===== src/rtl/speed_cmd_if.sv =====
// Command/feedback bundle between the driver-command logic, the sequencer
// and the speed controller's brake/accelerate inputs.
interface speed_cmd_if;
    logic       req_valid;
    logic [1:0] req_speed;
    logic       req_ready;
    logic [1:0] speed_fb;
    logic       abort;
    logic       accelerate;
    logic       brake;
    logic       busy;
    logic       done;
    logic       error;
    logic [1:0] err_code;
    logic [2:0] steps;

    modport slave (
        input  req_valid, req_speed, speed_fb, abort,
        output req_ready, accelerate, brake, busy, done, error, err_code, steps
    );

    modport master (
        output req_valid, req_speed, speed_fb, abort,
        input  req_ready, accelerate, brake, busy, done, error, err_code, steps
    );
endinterface


===== src/rtl/speed_cmd_sequencer.sv =====
// Steps the car speed controller toward a requested target one accelerate/brake
// pulse at a time, confirming each step on the speed feedback.
module speed_cmd_sequencer #(
    parameter int SETTLE_CYCLES  = 4,
    parameter int TIMEOUT_CYCLES = 16,
    parameter int CNT_W          = 5
) (
    input logic        clk,
    input logic        reset,
    speed_cmd_if.slave bus
);
    localparam logic [2:0] S_IDLE   = 3'd0;
    localparam logic [2:0] S_CHECK  = 3'd1;
    localparam logic [2:0] S_PULSE  = 3'd2;
    localparam logic [2:0] S_WAIT   = 3'd3;
    localparam logic [2:0] S_SETTLE = 3'd4;

    localparam logic [CNT_W-1:0] TMO_LAST = CNT_W'(TIMEOUT_CYCLES - 1);
    localparam logic [CNT_W-1:0] SET_LAST = CNT_W'(SETTLE_CYCLES - 1);

    logic [2:0]       state_q, state_d;
    logic [CNT_W-1:0] cnt_q, cnt_d;
    logic [1:0]       target_q, target_d;
    logic [1:0]       exp_q, exp_d;
    logic [1:0]       pre_q, pre_d;
    logic             accelerate_q, accelerate_d;
    logic             brake_q, brake_d;
    logic             done_q, done_d;
    logic             error_q, error_d;
    logic [1:0]       err_code_q, err_code_d;
    logic [2:0]       steps_q, steps_d;

    always_comb begin
        state_d      = state_q;
        cnt_d        = cnt_q;
        target_d     = target_q;
        exp_d        = exp_q;
        pre_d        = pre_q;
        accelerate_d = 1'b0;
        brake_d      = 1'b0;
        done_d       = 1'b0;
        error_d      = 1'b0;
        err_code_d   = err_code_q;
        steps_d      = steps_q;

        // Abort overrides whatever the active state would have done this edge.
        if (state_q != S_IDLE && bus.abort) begin
            state_d    = S_IDLE;
            error_d    = 1'b1;
            err_code_d = 2'b11;
        end else begin
            case (state_q)
                S_IDLE: begin
                    if (bus.req_valid) begin
                        target_d   = bus.req_speed;
                        steps_d    = 3'd0;
                        err_code_d = 2'b00;
                        cnt_d      = '0;
                        state_d    = S_CHECK;
                    end
                end
                S_CHECK: begin
                    pre_d = bus.speed_fb;
                    if (bus.speed_fb == target_q) begin
                        done_d  = 1'b1;
                        state_d = S_IDLE;
                    end else if (bus.speed_fb < target_q) begin
                        accelerate_d = 1'b1;
                        exp_d        = bus.speed_fb + 2'd1;
                        state_d      = S_PULSE;
                    end else begin
                        brake_d = 1'b1;
                        exp_d   = bus.speed_fb - 2'd1;
                        state_d = S_PULSE;
                    end
                end
                S_PULSE: begin
                    steps_d = (steps_q == 3'd7) ? 3'd7 : steps_q + 3'd1;
                    cnt_d   = '0;
                    state_d = S_WAIT;
                end
                S_WAIT: begin
                    // A match beats the timeout when both land on the same edge.
                    if (bus.speed_fb == exp_q) begin
                        cnt_d   = '0;
                        state_d = S_SETTLE;
                    end else if (bus.speed_fb != pre_q) begin
                        error_d    = 1'b1;
                        err_code_d = 2'b10;
                        state_d    = S_IDLE;
                    end else if (cnt_q == TMO_LAST) begin
                        error_d    = 1'b1;
                        err_code_d = 2'b01;
                        state_d    = S_IDLE;
                    end else begin
                        cnt_d = cnt_q + 1'b1;
                    end
                end
                S_SETTLE: begin
                    if (cnt_q == SET_LAST) begin
                        cnt_d   = '0;
                        state_d = S_CHECK;
                    end else begin
                        cnt_d = cnt_q + 1'b1;
                    end
                end
                default: state_d = S_IDLE;
            endcase
        end
    end

    always_ff @(posedge clk or posedge reset) begin
        if (reset) begin
            state_q      <= S_IDLE;
            cnt_q        <= '0;
            target_q     <= 2'b00;
            exp_q        <= 2'b00;
            pre_q        <= 2'b00;
            accelerate_q <= 1'b0;
            brake_q      <= 1'b0;
            done_q       <= 1'b0;
            error_q      <= 1'b0;
            err_code_q   <= 2'b00;
            steps_q      <= 3'd0;
        end else begin
            state_q      <= state_d;
            cnt_q        <= cnt_d;
            target_q     <= target_d;
            exp_q        <= exp_d;
            pre_q        <= pre_d;
            accelerate_q <= accelerate_d;
            brake_q      <= brake_d;
            done_q       <= done_d;
            error_q      <= error_d;
            err_code_q   <= err_code_d;
            steps_q      <= steps_d;
        end
    end

    assign bus.req_ready  = (state_q == S_IDLE);
    assign bus.busy       = (state_q != S_IDLE);
    assign bus.accelerate = accelerate_q;
    assign bus.brake      = brake_q;
    assign bus.done       = done_q;
    assign bus.error      = error_q;
    assign bus.err_code   = err_code_q;
    assign bus.steps      = steps_q;
endmodule

===== src/flat_wrapper.sv =====
// flat-port wrapper written by rule: the top's interface ports become plain ports
module speed_cmd_sequencer_flat 
#(
    parameter int SETTLE_CYCLES  = 4,
    parameter int TIMEOUT_CYCLES = 16,
    parameter int CNT_W          = 5
)
  (clk, reset, bus_req_valid, bus_req_speed, bus_speed_fb, bus_abort, bus_req_ready, bus_accelerate, bus_brake, bus_busy, bus_done, bus_error, bus_err_code, bus_steps);
  speed_cmd_if bus_i ();
  input logic clk;
  input logic reset;
  input wire logic [$bits(bus_i.req_valid)-1:0] bus_req_valid;
  input wire logic [$bits(bus_i.req_speed)-1:0] bus_req_speed;
  input wire logic [$bits(bus_i.speed_fb)-1:0] bus_speed_fb;
  input wire logic [$bits(bus_i.abort)-1:0] bus_abort;
  output wire logic [$bits(bus_i.req_ready)-1:0] bus_req_ready;
  output wire logic [$bits(bus_i.accelerate)-1:0] bus_accelerate;
  output wire logic [$bits(bus_i.brake)-1:0] bus_brake;
  output wire logic [$bits(bus_i.busy)-1:0] bus_busy;
  output wire logic [$bits(bus_i.done)-1:0] bus_done;
  output wire logic [$bits(bus_i.error)-1:0] bus_error;
  output wire logic [$bits(bus_i.err_code)-1:0] bus_err_code;
  output wire logic [$bits(bus_i.steps)-1:0] bus_steps;
  assign bus_i.req_valid = bus_req_valid;
  assign bus_i.req_speed = bus_req_speed;
  assign bus_i.speed_fb = bus_speed_fb;
  assign bus_i.abort = bus_abort;
  assign bus_req_ready = bus_i.req_ready;
  assign bus_accelerate = bus_i.accelerate;
  assign bus_brake = bus_i.brake;
  assign bus_busy = bus_i.busy;
  assign bus_done = bus_i.done;
  assign bus_error = bus_i.error;
  assign bus_err_code = bus_i.err_code;
  assign bus_steps = bus_i.steps;
  speed_cmd_sequencer #(.SETTLE_CYCLES(SETTLE_CYCLES), .TIMEOUT_CYCLES(TIMEOUT_CYCLES), .CNT_W(CNT_W)) u_core (.clk(clk), .reset(reset), .bus(bus_i));
endmodule

===== config.mk =====
export PLATFORM = sky130hd
export DESIGN_NAME = speed_cmd_sequencer_flat
export DESIGN_NICKNAME = d
export VERILOG_FILES = /design/src/rtl/speed_cmd_if.sv /design/src/rtl/speed_cmd_sequencer.sv /design/src/flat_wrapper.sv
export SDC_FILE = /design/constraint.sdc
export NUM_CORES = 1
export LEC_CHECK = 0
export CAP_MARGIN = 20
export CORE_MARGIN = 10
export CORE_UTILIZATION = 45
export DETAILED_ROUTE_END_ITERATION = 10
export PLACE_DENSITY = 0.67
export SLEW_MARGIN = 20
export SYNTH_ARGS = -nofsm -noshare
export SYNTH_HDL_FRONTEND = slang
export SYNTH_SLANG_ARGS = --single-unit

===== constraint.sdc =====
create_clock -name clk -period 2.3 [get_ports clk]
set_clock_uncertainty 0.2 [all_clocks]
set_input_delay 0.46 -clock clk [delete_from_list [all_inputs] [get_ports clk]]
set_output_delay 0.46 -clock clk [all_outputs]
set_load 0.02 [all_outputs]

==> results of run 1 <==
==> stage by stage <==
step	area [sq um]	hold slack [ns]	setup slack, ns	setup TNS (ns)
detailed placement	1548	0.2942	-0.07661	-0.2055
global placement	1548	0.2885	-0.01506	-0.02314
floorplan	1242	0.2619	0.2499	0
CTS	1573	0.2751	0.02658	0
global route	1569	0.2821	0.02366	0
finish	1569	0.2608	0.1089	0
==> worst min-delay path, stage by stage <==
cell and delay [ns]:
clkdlybuf4s50_1 0.40, inv_1 0.05, buf_4 0.28
==> placed cells by master (no fill, tap or decap), types with 2 or more instances in the layout <==
| cell type | count |
|---|---|
| nand2_1 | 15 |
| a21boi_0 | 2 |
| mux2_2 | 5 |
| o21ai_0 | 10 |
| a21oi_1 | 7 |
| o31ai_1 | 3 |
| ha_1 | 5 |
| clkbuf_4 | 3 |
| or2_4 | 2 |
| dfrtp_1 | 23 |
| clkdlybuf4s50_1 | 16 |
| buf_4 | 14 |
| nor3_1 | 2 |
| xnor2_1 | 4 |
| nand3_1 | 2 |
| nor2_1 | 6 |
| or3_1 | 2 |
| inv_1 | 8 |
| xor2_1 | 2 |
| nand2b_1 | 2 |
| a31oi_1 | 2 |
| mux2i_1 | 2 |
==> state kept, by name (all words and copies together) (netlist names) <==
| name | cells |
|---|---|
| u_core.bus.brake | 1 |
| u_core.bus.done | 1 |
| u_core.bus.accelerate | 1 |
| u_core.bus.err_code | 2 |
| u_core.exp_q | 2 |
| u_core.state_q | 3 |
| u_core.target_q | 2 |
| u_core.bus.steps | 3 |
| u_core.bus.error | 1 |
| u_core.pre_q | 2 |
| u_core.cnt_q | 5 |
==> cell families (layout without fill, tap and decap cells) <==
kind of cell               Yosys count  after routing  synth area share
xor gates and xnor gates             6              6           0.04230
and+or+nand+nor                     38             38            0.1621
buffers and inverters               12             45           0.04129
AOI/OAI and AO/OA                   33             33            0.1793
DFF                                 23             23            0.4632
muxes                                7              7           0.06143
adders and majority gates            5              5           0.05035
==> synth_stat cells (2+ instances only) <==
master and number:
dfrtp_1 23, nand2_1 15, o21ai_0 10, inv_1 8
a21oi_1 7, nor2_1 6, ha_1 5, mux2_2 5
xnor2_1 4, o31ai_1 3, a21boi_0 2, a31oi_1 2
buf_2 2, mux2i_1 2, nand2b_1 2, nand3_1 2
nor3_1 2, or2_4 2, or3_1 2, xor2_1 2
==> final timing paths <==
| kind | slack, ns | cells past startpoint | end |
|---|---|---|---|
| worst max-delay path | 0.11 | 2 | bus_busy |
| worst min-delay path | 0.26 | 3 | u_core.target_q[1] |
| worst max register to register | 0.14 | 7 | u_core.cnt_q[3] |
| worst min register to register | 0.32 | 2 | u_core.cnt_q[1] |
| max in group asynchronous | 1.40 | 3 | u_core.cnt_q[4] |
| min in group clk | 0.32 | 2 | u_core.cnt_q[1] |
==> area by class of cell <==
type | instances | share of cell area
well taps | 30 | 0.02392
multi-input cells | 89 | 0.3923
clock inverters | 1 | 0.003190
repair buffers | 32 | 0.1778
inverters | 9 | 0.02153
flip-flops and latches | 23 | 0.3668
clock buffers | 3 | 0.01435
==> power by group <==
part           internal, mW  switching, mW  total (mW)
logic                 0.464          0.497       0.961
registers             0.533         0.0766       0.610
clock network        0.0651          0.123       0.188
total                  1.06          0.697        1.76
==> metal layers <==
layer	up-vias	part of all wire
li1	495	-
met1	460	0.49
met2	26	0.44
met3	5	0.059
met4	0	0.016
met5	-	0
==> flow_summary.toml, run 1 <==
[worst_setup_path]
crit_fanout = 5
cpPeakStageDelay_ns = 0.47
crit_buf_inv = 1
end_kind = "output port"
worstPathArrival_ns = 1.53
crit_slowest_cell = "or3_1"
crit_start = "u_core.state_q[0]"
critPathTopFamily = "simple AND/OR/NAND/NOR gates"
startpoint_type = "register"
cp.required_ns = 1.64
reg2reg_from = "u_core.cnt_q[0]"
path_cells = "or3_1, dlygate4sd2_1"
crit_type = "reg -> out"

[finish]
fin_nets = 171
layout.area.seq_sq_um = 575.6
n_antenna_cell = 0
syn_to_final_growth_pct = 26.28
layoutNonFillerInstCount = 187
multi_input_area_sq_um = 615.6
drive_above_1_share = 0.2166
final_core_util = 0.6165
n_fill_cell = 227

[synth]
synthArstFlopShare = 1.000
synth_edf_count = 0
synth.avg_cell_area_sq_um = 10.02
netlist_area_sq_mm = 0.001242
ys_seq_elements = 23
yosysSeqAreaShare = 0.4632
synth_cell_type_count = 38
synth_top_area_frac = 0.4632
yosysWarnings = 0
synth_fp_nets = 137
synth_ff_type = "dfrtp_1"
netlist_instances = 124
synth_area_leaders = "dfrtp_1, ha_1, mux2_2"
yosysTopAreaCell = "dfrtp_1"

[global_routing]
met3_usage = 0.02721
grt_pass1_wl_mm = 4.547
grtUsageMet2 = 0.1580
grt_use_met1 = 0.1416
overflow = 0
grt_pass1_vias = 985
antenna_found_initial = 0
grt_usage = 0.1062
grt_max_degree = 24
grt.busiest_layer = "met2"

[die]
fp.dieArea_sq_mm = 0.005263
core_sq_mm = 0.002545
boundaryPins = 19
start_util = 0.4882
chipWidth_um = 72.55
row_count = 18
die_h_um = 72.55

[route]
via_per_inst = 5.273
drt_drc_violations_left = 0
first_pass_iters = 4
dr_total_vias = 986
ant_nets = 0
drt_iter0_drc = 46
drt_wl_total_mm = 2.580
wl_per_cell_um = 13.80

[timing]
tightest_slew_ns = 0.5141
hold_viol = 0
finalCritPeriodShare = 0.9526
max-slew-margin-rel = 0.6529
slew_viol_final = 0
setup_violations = 0
max_freq_ghz = 0.4564
rsz0062_at_grt = "no"
layout_min_cycle_time_ns = 2.191

[cts]
post-cts-setup-buffers = 0
cts.sinks = 23
cts_root_buf = "clkbuf_4"
cts_max_path_buffers = 2
cts_tree = "built"
cts_buffers = 3
clk_latency_ns = 0.32
ctsResizeCount = 2
cts_hold_buf = 0
h-tree-depth = 1
path_clk_slew_ns = 0.13

[run]
cap_violations = 0

[placed_design]
dpl.cell_count = 183
post-dp-hpwl_mm = 2.046
gp_congestion = 0.8007
io_buffers = 18

[power_and_ir_drop]
vdd.ir_drop.worst_v = 0.0008216
p_leak_nw = 0.7137
p_total_mw = 1.759
power_density_mw_per_mm2 = 1121

[outcome]
status = "finished clean"

[min_path]
worstHoldPathType = "in -> async"
Power figures use the tool's default switching activity.
==> inputs of run 2 (changes only) <==
Clock period 2.3 ns to 2.25 ns, I/O delays scaled along.
==> run 2 against run 1 <==
Total power rose by 3.1%; worst setup slack worse by 0.024 ns; combinational power increased by 5%; wire length up 0.74%; critical path type unchanged; global-route usage fell by 0.078 points; sequential power increased by 1%; die area did not move; count of clock-buffer cells in the layout is 1 higher; core utilization rose by 0.59 points; flip-flop and latch count is the same.
==> flow_summary.toml, run 2 (synthesis gave the netlist of run 1 again) <==
[outcome]
status = "finished clean"

[power_and_ir_drop]
switching_share = 0.3870
power_density_mw_per_mm2 = 1145
power.share.sequential = 0.341
p_leak_nw = 0.7204
clock_power_share = 0.102
p_comb_frac = 0.558
p_int_mw = 1.112
vdd.ir_drop.worst_v = 0.0006582
p_sw_mw = 0.7019

[timing]
max-slew-margin-rel = 0.6755
setup_tns_ns = 0
slew_viol_final = 0
hold_viol = 0
rsz0062_at_grt = "no"
layout_min_cycle_time_ns = 2.165
tightest_slew_ns = 0.4807
setup_violations = 0
max_freq_ghz = 0.4618
finalCritPeriodShare = 0.9624

[worst_setup_path]
reg2reg_from = "u_core.cnt_q[1]"
crit_type = "reg -> out"
worstPathArrival_ns = 1.52
startpoint_type = "register"
end_kind = "output port"
reg2reg_depth = 7
r2r_slack_ns = 0.13
crit_fanout = 5
rr_endpoint = "u_core.cnt_q[3]"
cp.required_ns = 1.60

[finish]
n_antenna_cell = 0
drive_above_1_share = 0.2201
layout.area.seq_sq_um = 575.6
regMostFlops = "u_core.cnt_q"
layout_commonest_cell = "dfrtp_1"
n_fill_cell = 220
fin_area_sq_mm = 0.001584
fin_nets = 173
mostFrequentLayoutCells = "dfrtp_1, clkdlybuf4s50_1, buf_4, nand2_1, o21ai_0"
syn_to_final_growth_pct = 27.49
largest_reg_flops = 5
multi_input_area_sq_um = 615.6

[die]
chipWidth_um = 72.55
row_count = 18
fp.dieArea_sq_mm = 0.005263
start_util = 0.4882
die_h_um = 72.55
boundaryPins = 19
core_sq_mm = 0.002545

[route]
dr_total_vias = 992
first_pass_iters = 4
via_per_inst = 5.249
ant_nets = 0
wl_per_cell_um = 13.75
drt_iter0_drc = 49
drt_drc_violations_left = 0
drt_wl_total_mm = 2.599

[global_routing]
grt_pass1_wl_mm = 4.595
grt_usage = 0.1055
overflow = 0
grt_pass1_vias = 1009
grt_max_degree = 24
antenna_found_initial = 0

[placed_design]
post-dp-hpwl_mm = 2.049
gp_congestion = 0.7895
io_buffers = 18
dpl-instance-area_sq_mm = 0.001555

[cts]
clk_latency_ns = 0.30
path_clk_slew_ns = 0.12
cts_buffers = 3
cts_root_buf = "clkbuf_4"
cts_tree = "built"
h-tree-depth = 1
cts.sinks = 23
cts_max_path_buffers = 2

[run]
cap_violations = 0

[min_path]
worstHoldPathType = "in -> async"
[run 2: worst max-delay path: stages (launching register included)]
cell and delay [ns]:
dfrtp_1 0.40, or3_1 0.48, clkdlybuf4s15_1 0.33
[run 2: what timing repair did]
item	4_1_cts	5_1_grt
gates resized for setup	3	2
hold buffers	0	0
endpoints found under the setup margin	2	4
setup buffers	0	1
[run 2: worst max path at each step]
stage | endpoint | start | cells past startpoint | slack (ns)
3_3_place_gp | u_core.cnt_q[3] | bus_speed_fb[0] | 6 | -0.05
5_1_grt | bus_busy | u_core.state_q[0] | 2 | 0.0002
2_1_floorplan | u_core.cnt_q[3] | u_core.cnt_q[0] | 7 | 0.20
6_report | bus_busy | u_core.state_q[0] | 2 | 0.08
4_1_cts | bus_req_ready | u_core.state_q[0] | 3 | 0.002
3_5_place_dp | u_core.cnt_q[3] | bus_speed_fb[0] | 6 | -0.1
[run 2: layout make-up]
| type | count | share of cell area |
|---|---|---|
| multi-input combinational | 89 | 0.3886 |
| sequential | 23 | 0.3633 |
| timing repair buffer | 34 | 0.1864 |
| tap | 30 | 0.02370 |
| inverter | 9 | 0.02133 |
| clock buffer | 4 | 0.01659 |
[run 2: metrics by stage]
stage / hold slack [ns] / std cells / utilization / power, mW / setup slack (ns)
floorplan: 0.2519 / 124 / - / 1.266 / 0.1999
global placement: 0.2897 / 184 / 0.6111 / 1.628 / -0.05349
detailed placement: 0.2959 / 184 / 0.6111 / 1.648 / -0.09830
CTS: 0.2780 / 188 / 0.6209 / 1.830 / 0.002103
global route: 0.2675 / 189 / 0.6224 / 1.989 / 0.0001643
finish: 0.2707 / 189 / 0.6224 / 1.814 / 0.08461
[run 2: per-layer routing]
layer / wire length [um] / global-route usage / vias to the layer above
met5: 0 / 0 / -
met4: 44 / 0.03376 / 0
met3: 178 / 0.03946 / 4
met2: 1173 / 0.1638 / 27
met1: 1202 / 0.1314 / 462
li1: - / - / 499
[run 2: power by group through the flow]
stage	Combinational [mW]	Sequential, mW	Clock (mW)
after floorplan	0.583	0.682	0
after global placement	1.00	0.627	0
after detailed placement	1.02	0.633	0
after CTS	1.01	0.624	0.198
after global routing	1.13	0.639	0.219
final	1.01	0.618	0.185
